$ cat src/rtl/mc_control.sv
// mc_control: multicycle control unit for the RV32I core.
// Sequences a shared-memory multicycle datapath one FSM state per clock, driving the
// enables and mux selects for the IR/OldPC/Data/ALUOut datapath.
//
// Parameters:
//   ILLEGAL_TRAP  0: unsupported opcode executes as a NOP; 1: enter HALT until reset
// Ports:
//   clk          core clock, rising edge
//   reset        asynchronous active-high reset
//   opcode       instr[6:0] from IR
//   funct3       instr[14:12]
//   funct7b5     instr[30]
//   zero         ALU zero flag
//   pc_write     PC register enable
//   adr_src      memory address mux (0 PC, 1 ALUOut)
//   mem_write    memory write enable
//   ir_write     IR and OldPC enable
//   result_src   result mux (00 ALUOut, 01 Data, 10 ALUResult)
//   alu_src_a    ALU A mux (00 PC, 01 OldPC, 10 RD1)
//   alu_src_b    ALU B mux (00 RD2, 01 ImmExt, 10 constant 4)
//   alu_control  ALU operation (000 add, 001 sub, 010 and, 011 or, 101 slt)
//   imm_src      immediate format (00 I, 01 S, 10 B, 11 J)
//   reg_write    register file write enable
//   illegal      unsupported opcode seen in DECODE
//   state        current FSM state, for debug
module mc_control #(
    parameter bit ILLEGAL_TRAP = 1'b0
) (
    input  logic       clk,
    input  logic       reset,
    input  logic [6:0] opcode,
    input  logic [2:0] funct3,
    input  logic       funct7b5,
    input  logic       zero,
    output logic       pc_write,
    output logic       adr_src,
    output logic       mem_write,
    output logic       ir_write,
    output logic [1:0] result_src,
    output logic [1:0] alu_src_a,
    output logic [1:0] alu_src_b,
    output logic [2:0] alu_control,
    output logic [1:0] imm_src,
    output logic       reg_write,
    output logic       illegal,
    output logic [3:0] state
);

    typedef enum logic [3:0] {
        StFetch    = 4'd0,
        StDecode   = 4'd1,
        StMemAdr   = 4'd2,
        StMemRead  = 4'd3,
        StMemWb    = 4'd4,
        StMemWrite = 4'd5,
        StExecuteR = 4'd6,
        StAluWb    = 4'd7,
        StExecuteI = 4'd8,
        StJal      = 4'd9,
        StBeq      = 4'd10,
        StHalt     = 4'd11
    } state_t;

    typedef enum logic [1:0] {
        AluOpAdd   = 2'd0,
        AluOpSub   = 2'd1,
        AluOpFunct = 2'd2
    } alu_op_t;

    localparam logic [6:0] OpLoad  = 7'b0000011;
    localparam logic [6:0] OpStore = 7'b0100011;
    localparam logic [6:0] OpRType = 7'b0110011;
    localparam logic [6:0] OpIType = 7'b0010011;
    localparam logic [6:0] OpBranch = 7'b1100011;
    localparam logic [6:0] OpJal   = 7'b1101111;

    state_t  state_q, state_d;
    alu_op_t alu_op;
    logic    pc_update, branch;
    logic    ir_write_s, mem_write_s, reg_write_s;

    always_ff @(posedge clk or posedge reset) begin
        if (reset) state_q <= StFetch;
        else       state_q <= state_d;
    end

    always_comb begin
        state_d = StFetch;
        case (state_q)
            StFetch:  state_d = StDecode;
            StDecode: begin
                case (opcode)
                    OpLoad, OpStore: state_d = StMemAdr;
                    OpRType:         state_d = StExecuteR;
                    OpIType:         state_d = StExecuteI;
                    OpBranch:        state_d = StBeq;
                    OpJal:           state_d = StJal;
                    default:         state_d = ILLEGAL_TRAP ? StHalt : StFetch;
                endcase
            end
            StMemAdr:   state_d = opcode[5] ? StMemWrite : StMemRead;
            StMemRead:  state_d = StMemWb;
            StExecuteR: state_d = StAluWb;
            StExecuteI: state_d = StAluWb;
            StJal:      state_d = StAluWb;
            StHalt:     state_d = StHalt;
            // MemWb, MemWrite, AluWb, Beq and unused encodings all return to fetch
            default:    state_d = StFetch;
        endcase
    end

    // Moore decode of the state register
    always_comb begin
        pc_update   = 1'b0;
        branch      = 1'b0;
        adr_src     = 1'b0;
        mem_write_s = 1'b0;
        ir_write_s  = 1'b0;
        reg_write_s = 1'b0;
        result_src  = 2'b00;
        alu_src_a   = 2'b00;
        alu_src_b   = 2'b00;
        alu_op      = AluOpAdd;
        illegal     = 1'b0;
        case (state_q)
            StFetch: begin
                ir_write_s = 1'b1;
                alu_src_b  = 2'b10;
                result_src = 2'b10;
                pc_update  = 1'b1;
            end
            StDecode: begin
                // OldPC + ImmExt: branch target ready in ALUOut for BEQ
                alu_src_a = 2'b01;
                alu_src_b = 2'b01;
                illegal   = !(opcode inside {OpLoad, OpStore, OpRType, OpIType, OpBranch, OpJal});
            end
            StMemAdr: begin
                alu_src_a = 2'b10;
                alu_src_b = 2'b01;
            end
            StMemRead:  adr_src = 1'b1;
            StMemWb: begin
                result_src  = 2'b01;
                reg_write_s = 1'b1;
            end
            StMemWrite: begin
                adr_src     = 1'b1;
                mem_write_s = 1'b1;
            end
            StExecuteR: begin
                alu_src_a = 2'b10;
                alu_op    = AluOpFunct;
            end
            StAluWb:    reg_write_s = 1'b1;
            StExecuteI: begin
                alu_src_a = 2'b10;
                alu_src_b = 2'b01;
                alu_op    = AluOpFunct;
            end
            StJal: begin
                // PC <= ALUOut (target from DECODE); OldPC + 4 forms the link value
                alu_src_a = 2'b01;
                alu_src_b = 2'b10;
                pc_update = 1'b1;
            end
            StBeq: begin
                alu_src_a = 2'b10;
                alu_op    = AluOpSub;
                branch    = 1'b1;
            end
            default: ;
        endcase
    end

    always_comb begin
        alu_control = 3'b000;
        case (alu_op)
            AluOpSub:   alu_control = 3'b001;
            AluOpFunct: begin
                case (funct3)
                    // sub only for R-type; addi ignores instr[30]
                    3'b000:  alu_control = ({opcode[5], funct7b5} == 2'b11) ? 3'b001 : 3'b000;
                    3'b010:  alu_control = 3'b101;
                    3'b110:  alu_control = 3'b011;
                    3'b111:  alu_control = 3'b010;
                    default: alu_control = 3'b000;
                endcase
            end
            default:    alu_control = 3'b000;
        endcase
    end

    always_comb begin
        case (opcode)
            OpStore:  imm_src = 2'b01;
            OpBranch: imm_src = 2'b10;
            OpJal:    imm_src = 2'b11;
            default:  imm_src = 2'b00;
        endcase
    end

    assign pc_write  = !reset && (pc_update || (branch && zero));
    assign ir_write  = !reset && ir_write_s;
    assign mem_write = !reset && mem_write_s;
    assign reg_write = !reset && reg_write_s;
    assign state     = state_q;

endmodule

$ cat config.mk
export PLATFORM = sky130hd
export DESIGN_NAME = mc_control
export DESIGN_NICKNAME = d
export VERILOG_FILES = /design/src/rtl/mc_control.sv
export SDC_FILE = /design/constraint.sdc
export NUM_CORES = 1
export LEC_CHECK = 0
export CORE_MARGIN = 2
export CORE_UTILIZATION = 40
export DETAILED_ROUTE_END_ITERATION = 10
export GPL_ROUTABILITY_DRIVEN = 0
export PLACE_DENSITY = 0.82
export SLEW_MARGIN = 10
export SYNTH_ARGS = -nofsm -noshare
export SYNTH_HDL_FRONTEND = slang
export SYNTH_SLANG_ARGS = --single-unit
$ cat constraint.sdc
create_clock -name clk -period 2.95 [get_ports clk]
set_input_delay 0.295 -clock clk [delete_from_list [all_inputs] [get_ports clk]]
set_output_delay 0.295 -clock clk [all_outputs]
set_load 0.01 [all_outputs]
* Yosys cells after proc, flatten, opt, wreduce, memory -nomap -nowiden
Cells that the tools add are included.
Storage, ports and cells: memories kept 0, output and inout port bits 21, memory bits (writable) 0, word-level logic and storage cells 62, bits in read-only memories 0, bits of input ports 14, latch bits 0, bits in registers 4
Operators by class: magnitude comparators 0, add/sub/neg operators 0, equality and inequality tests 23, shifts and indexed selects 0, multipliers 0, reduce and logical (&&, ||, !) cells 20, mux-type cells 18, bitwise gates (word level) 0, div/mod/pow operators 0
Operators with widths (count):
- one-hot mux 4 bit (6 select lines) | 1
- one-hot mux 4 bit (5 select lines) | 1
- equality test 4 x 3 -> 1 bit (second input constant) | 4
- equality test 4 bit (second input constant) | 4
- one-hot mux 2 bit (2 select lines) | 4
- equality test 7 x 6 -> 1 bit (second input constant) | 2
- equality test 7 bit (second input constant) | 2
- one-hot mux 3 bit (4 select lines) | 1
- OR reduction 2 bit | 6
- equality test 4 x 2 -> 1 bit (second input constant) | 2
- two-way mux 1 bit | 8
- equality test 7 x 2 -> 1 bit (second input constant) | 1
- equality test 7 x 5 -> 1 bit (second input constant) | 1
- equality test 3 bit (second input constant) | 2
- one-hot mux 2 bit (3 select lines) | 1
- one-hot mux 3 bit (2 select lines) | 1
- nonzero test 6 bit | 1
- OR reduction 3 bit | 2
- logical AND 1 bit | 5
- equality test 2 bit (second input constant) | 2
- equality test 4 x 1 -> 1 bit (second input constant) | 1
- logical NOT 4 bit | 1
- OR reduction 4 bit | 1
- equality test 3 x 2 -> 1 bit (second input constant) | 1
- other kinds (5) | 6

* Depth between registers and ports, before layout
Gate-level depths: netlist of run 1.
word-level depth 5, mapped depth 8, depth with buffers taken out 7

* Least setup slack after synthesis of run 1
OpenSTA, ideal clock, no wires.
path kind register -> output, from reg state_q[2], in the netlist state[2], to out alu_control[1], cell stages (with the launch flop) 7, setup slack 968 ps, data required time 2655 ps, arrival time 1687 ps, path buffers 2, path through dfrtp_1 > buf_6 > clkbuf_1 > nand3b_1 > a21o_1 > ha_1 > nor3b_1
On the way: word-level cells in the longest chain between the ends 5, elaborated cells between the ends (all ways) 8, those cells by class eq/ne: 5; mux: 2; reduce/logical: 1
RTL lines:
- from (decl) | line 77 | state_t state_q, state_d;
- from (signal assigned) | line 83 | if (reset) state_q <= StFetch;
- from (signal assigned) | line 84 | else state_q <= state_d;
- equality test 4 bit or equality test 4 x 3 -> 1 bit (tied branches) | line 125 | case (state_q)
- OR reduction 2 bit (no source line)
- one-hot mux 2 bit (2 select lines) * | line 125
- equality test 2 bit or equality test 2 x 1 -> 1 bit (tied branches) | line 178 | case (alu_op)
- one-hot mux 3 bit (2 select lines) * | line 178
- to (decl) | line 42 | output logic [2:0] alu_control,
Every way passes the cells marked *; elsewhere a longest branch is shown, timed or not.

* Worst setup path after layout of run 1
from reg state_q[3], in the netlist state[3], to out alu_control[0]
The elaborated chain is that of the path after synthesis.

==> results.sh, run 1 <==
export IMPL_status="complete, no violations"
export IMPL_skew_ns=0.00660
export IMPL_clk_pin_slew_worst_paths_ns=0.04
export IMPL_dr_total_vias=730
export IMPL_worst_ep_required_time_ns=2.65
export IMPL_grt_usage_pct=18.2
export IMPL_slew_headroom_pct=64.0
export IMPL_powerDensity_nw_per_um2=497
export IMPL_critPathLaunchType="flop"
export IMPL_antenna_cells=0
export IMPL_final_cells=131
export IMPL_post_route_period_util_pct=89.6
export IMPL_synth_edf_count=0
export IMPL_grt_setup_unrepaired="no"
export IMPL_path_max_fanout=18
export IMPL_path_cells="nand2_1 > a21oi_1 > ha_1 > nor2b_1 > o21ai_0 > a21oi_1 > clkdlybuf4s50_1"
export IMPL_crit_family="flip-flops"
export IMPL_crit_top_cell="a21oi_1"
export IMPL_root_buffer="clkbuf_4"
export IMPL_synth_cell_types=37
export IMPL_antenna_found_initial=0
export IMPL_ios=35
export IMPL_overflow=0
export IMPL_fin_ws_ns=0.307
export IMPL_netlist_area_leader_share_pct=16.4
export IMPL_synth_flop_cell="dfrtp_1"
export IMPL_hpwl_um=1250
export IMPL_synth_ff_latch_count=4
export IMPL_swShare_pct=38.2
export IMPL_ant_nets=0
export IMPL_total_power_uw=482
export IMPL_cts_made_buffers=3
export IMPL_fin_crit_ns=2.64
export IMPL_syn_nets=99
export IMPL_tightest_slew_ns=0.540
export IMPL_syn_area_um2=609
export IMPL_r2r_cells=3
export IMPL_worstSkewPairLatency_ns=0.24
export IMPL_avgSynthCellArea_um2=7.34
export IMPL_synth_most_common_cell="nor3_1"
export IMPL_path_buf_inv=1
export IMPL_finalSetupTns_ns=0
export IMPL_largest_register_ffs=4
export IMPL_slew_violations=0
export IMPL_synth_yosys_seq_area_share_pct=16.4
export IMPL_p_comb_share_pct=63.4
export IMPL_fin_area_um2=970
export IMPL_die_y_um=43.0
export IMPL_placed_area_um2=946
export IMPL_wl_per_cell_um=12.1
export IMPL_regArea_um2=101
export IMPL_core_rowCount=14
export IMPL_ys_top_cells_by_count="7 x nor3_1, 6 x nor2_1, 6 x nor2b_1"
export IMPL_drive_above_1_share_pct=6.96
export IMPL_reg2reg_setup_slack_ns=1.08
export IMPL_holdWs_ns=0.319
export IMPL_leakage_nw=0.364
export IMPL_hp_class="input port to asynchronous set/reset pin"
export IMPL_end_kind="primary output"
export IMPL_internal_power_uw=298
export IMPL_htreeDepth=1
export IMPL_clock_path_buffers=2
export IMPL_cts_sinks=4
export IMPL_fmax_mhz=378
export IMPL_crit_type="flop to primary output"
export IMPL_setup_viol_count_final=0
export IMPL_seqPwrFrac_pct=22.4
export IMPL_numPortBuffers=34
export IMPL_finalHoldViolations=0
export IMPL_cts_tree="done"
export IMPL_crit_arrival_ns=2.35
export IMPL_critPathMaxStageDelay_ns=0.65
export IMPL_dp_cells=128
export IMPL_wirelength_um=1580
export IMPL_grt_pass1_vias=603
export IMPL_cts_hold_buf=0
export IMPL_drtIter0Drc=6
export IMPL_syn_inst=83
export IMPL_grt_pass1_wl_um=2570
export IMPL_dieArea_um2=1850
export IMPL_vdd_drop_max_mv=0.330
export IMPL_syn_to_final_growth_pct=59.1
export IMPL_yosys_warnings=0
export IMPL_yosysTopAreaCell="dfrtp_1"
export IMPL_r2r_end="state[2]"
export IMPL_maxCapViolCount=0
export IMPL_nFillCells=132
export IMPL_synthArstFlopShare_pct=100
export IMPL_multi_input_area_um2=463
export IMPL_netlist_top_cells_area="dfrtp_1 16%, nor2b_1 6.2%, nor3_1 5.7%"
export IMPL_crit_start="state[3]"
export IMPL_viasPerCell=5.57
export IMPL_final_util_pct=65.9
export IMPL_drtPass1Iterations=4
export IMPL_place_ws_ns=0.471
export IMPL_cp_slowest_cell="dfrtp_1"
export IMPL_die_x_um=43.0
export IMPL_timing_rr_start="state[0]"
export IMPL_switching_power_uw=184
export IMPL_drc=0
export IMPL_power_frac_clock_pct=14.2
export IMPL_grt_max_degree=21
export IMPL_layout_nets=133
export IMPL_core_area_um2=1470
export IMPL_initial_utilization_pct=41.4
how the worst max path moves through the flow:
stage | endpoint | slack [ns] | depth (start not counted)
floorplan | alu_control[1] | 0.97 | 6
global placement | imm_src[0] | 0.50 | 4
detailed placement | alu_control[1] | 0.47 | 6
CTS | alu_control[0] | 0.21 | 8
global route | alu_control[0] | 0.06 | 7
finish | alu_control[0] | 0.31 | 7
timing repair:
action                                  4_1_cts  5_1_grt
resized for setup                             0        1
setup buffers                                 0        0
endpoints found under the setup margin        0        1
per-layer routing:
layer,vias to the layer above,share of wire (%),GRT usage (%)
li1,371,-,-
met1,332,45,24.0
met2,27,48,28.5
met3,0,7.0,6.81
met4,0,0,3.64
met5,-,0,0
power by group through the flow:
stage / clock network (mW) / registers, mW / logic [mW]
floorplan: 0 / 0.0764 / 0.185
global placement: 0 / 0.108 / 0.305
detailed placement: 0 / 0.108 / 0.306
CTS: 0.0710 / 0.108 / 0.308
global route: 0.0774 / 0.113 / 0.330
finish: 0.0682 / 0.108 / 0.306
kinds of logic after synthesis:
family / share of synthesized area, %
buffers and inverters: 7.60
AO/OA/AOI/OAI: 18.7
AND/OR/NAND/NOR: 48.9
adder cells (fa/ha/maj): 4.11
flip-flops: 16.4
XOR/XNOR: 4.31
cell usage in the layout, fill, tap and decap left out, types with 3 or more instances in the layout:
cell and count:
clkbuf_4 3, a21oi_1 3, nor2b_1 6, clkdlybuf4s50_1 34
nand2b_1 4, nor2_1 6, nor3b_1 3, nor3_1 7
nand2_1 5, inv_1 4, dfrtp_1 3
area by class of cell:
class | instances | area share (%)
inverters | 4 | 1.55
clock buffers | 3 | 2.32
multi-input cells | 69 | 47.7
well taps | 16 | 2.06
repair buffers | 35 | 35.9
flip-flops and latches | 4 | 10.5
Power figures use the tool's default switching activity.
==> inputs of run 2 (changes only) <==
--- a/config.mk
+++ b/config.mk
@@ -9,6 +9,7 @@
 export CORE_UTILIZATION = 40
 export DETAILED_ROUTE_END_ITERATION = 10
 export GPL_ROUTABILITY_DRIVEN = 0
+export MAX_ROUTING_LAYER = met4
 export PLACE_DENSITY = 0.82
 export SLEW_MARGIN = 10
 export SYNTH_ARGS = -nofsm -noshare
==> run 2 against run 1 <==
Register-to-register slack is essentially flat. Sequential power about the same. Cell area is the same. Via count unchanged. Hold slack about the same. Non-clock buffer count stayed put. Sequential share of layout area unchanged. Global-route usage up 0.49 points. Critical endpoint unchanged.
==> results.sh, run 2 (synthesized netlist as in run 1, its figures left out) <==
export IMPL_seqPwrFrac_pct=22.4
export IMPL_leakage_nw=0.364
export IMPL_hp_class="input port to asynchronous set/reset pin"
export IMPL_swShare_pct=38.2
export IMPL_layout_commonest_cell="clkdlybuf4s50_1"
export IMPL_grt_setup_unrepaired="no"
export IMPL_grt_usage_pct=18.7
export IMPL_end_kind="primary output"
export IMPL_slew_violations=0
export IMPL_crit_type="flop to primary output"
export IMPL_fin_crit_ns=2.64
export IMPL_skew_ns=0.00660
export IMPL_internal_power_uw=298
export IMPL_core_rowCount=14
export IMPL_numPortBuffers=34
export IMPL_grt_pass1_wl_um=2580
export IMPL_regArea_um2=101
export IMPL_finalSetupTns_ns=0
export IMPL_multi_input_area_um2=463
export IMPL_cts_tree="done"
export IMPL_die_x_um=43.0
export IMPL_grt_pass1_vias=605
export IMPL_root_buffer="clkbuf_4"
export IMPL_switching_power_uw=184
export IMPL_wl_per_cell_um=12.1
export IMPL_cts_hold_buf=0
export IMPL_tightest_slew_ns=0.540
export IMPL_path_max_fanout=18
export IMPL_overflow=0
export IMPL_hpwl_um=1250
export IMPL_cts_made_buffers=3
export IMPL_slew_headroom_pct=64.0
export IMPL_ios=35
export IMPL_crit_arrival_ns=2.35
export IMPL_critPathLaunchType="flop"
export IMPL_final_cells=131
export IMPL_clock_path_buffers=2
export IMPL_cts_sinks=4
export IMPL_initial_utilization_pct=41.4
export IMPL_viasPerCell=5.57
export IMPL_vdd_drop_max_mv=0.330
export IMPL_worst_ep_required_time_ns=2.65
export IMPL_status="complete, no violations"
export IMPL_antenna_found_initial=0
export IMPL_core_area_um2=1470
export IMPL_finalHoldViolations=0
export IMPL_drtIter0Drc=6
export IMPL_layout_nets=133
export IMPL_fmax_mhz=378
export IMPL_p_comb_share_pct=63.4
export IMPL_worstSkewPairLatency_ns=0.24
export IMPL_grt_max_degree=21
export IMPL_nFillCells=132
export IMPL_powerDensity_nw_per_um2=497
export IMPL_dieArea_um2=1850
export IMPL_power_frac_clock_pct=14.2
export IMPL_largest_register_ffs=4
export IMPL_drc=0
export IMPL_post_route_period_util_pct=89.6
export IMPL_layout_common_cells="34 x clkdlybuf4s50_1, 7 x nor3_1, 6 x nor2_1, 6 x nor2b_1, 5 x nand2_1"
export IMPL_die_y_um=43.0
export IMPL_maxCapViolCount=0
export IMPL_antenna_cells=0
export IMPL_critPathMaxStageDelay_ns=0.65
export IMPL_ant_nets=0
export IMPL_drtPass1Iterations=4
export IMPL_path_cells="nand2_1 > a21oi_1 > ha_1 > nor2b_1 > o21ai_0 > a21oi_1 > clkdlybuf4s50_1"
export IMPL_syn_to_final_growth_pct=59.1
export IMPL_dp_cells=128
export IMPL_cp_slowest_cell="dfrtp_1"
export IMPL_wirelength_um=1580
export IMPL_setup_viol_count_final=0
export IMPL_crit_top_cell="a21oi_1"
export IMPL_clk_pin_slew_worst_paths_ns=0.04
export IMPL_htreeDepth=1
export IMPL_drive_above_1_share_pct=6.96
export IMPL_dr_total_vias=730
==> run 2: cell type report <==
| type | instances | share of cell area [%] |
|---|---|---|
| inverter | 4 | 1.55 |
| sequential | 4 | 10.5 |
| clock buffer | 3 | 2.32 |
| tap | 16 | 2.06 |
| timing repair buffer | 35 | 35.9 |
| multi-input combinational | 69 | 47.7 |
==> run 2: worst paths after layout <==
| path | start | cells past startpoint | slack [ns] | to |
|---|---|---|---|---|
| worst max-delay path | state[3] | 7 | 0.31 | alu_control[0] |
| worst min-delay path | reset | 2 | 0.32 | state[0] |
| worst max register to register | state[0] | 3 | 1.08 | state[2] |
| worst min register to register | state[1] | 3 | 0.75 | state[2] |
| max in group asynchronous | reset | 2 | 2.40 | state[2] |
| min in group clk | state[1] | 3 | 0.75 | state[2] |
==> run 2: critical path, delay by kind of cell (launching register included) <==
family	cells	cell delay, ns
AND/OR/NAND/NOR	2	0.31
flip-flops	1	0.65
buffers and inverters	1	0.55
adder cells (fa/ha/maj)	1	0.19
AO/OA/AOI/OAI	3	0.42
==> run 2: power groups by stage <==
stage               combinational (mW)  sequential (mW)  clock [mW]
floorplan                        0.185           0.0764           0
global placement                 0.305            0.108           0
detailed placement               0.306            0.108           0
CTS                              0.308            0.108      0.0710
global route                     0.330            0.113      0.0774
finish                           0.306            0.108      0.0683
==> run 2: per-layer routing <==
layer / up-vias / routed length, um / global-route usage, %
met3: 0 / 100 / 6.38
met5: - / 0 / -
li1: 371 / - / -
met1: 332 / 715 / 24.2
met2: 27 / 765 / 28.5
met4: 0 / 0 / 3.64
==> run 2: repair_timing <==
action	in CTS	in global routing
resized for setup	0	1
setup endpoints to repair	0	1
buffers inserted	0	0
==> run 2: per-stage QoR <==
stage	cell area, um2	total power [mW]	hold slack (ns)	setup WS (ns)	utilization [%]
detailed placement	946	0.415	0.569	0.471	64.3
global placement	946	0.412	0.562	0.497	64.3
floorplan	609	0.262	0.0802	0.968	-
CTS	968	0.486	0.321	0.206	65.8
finish	970	0.482	0.318	0.306	65.9
global route	970	0.520	0.331	0.0620	65.9
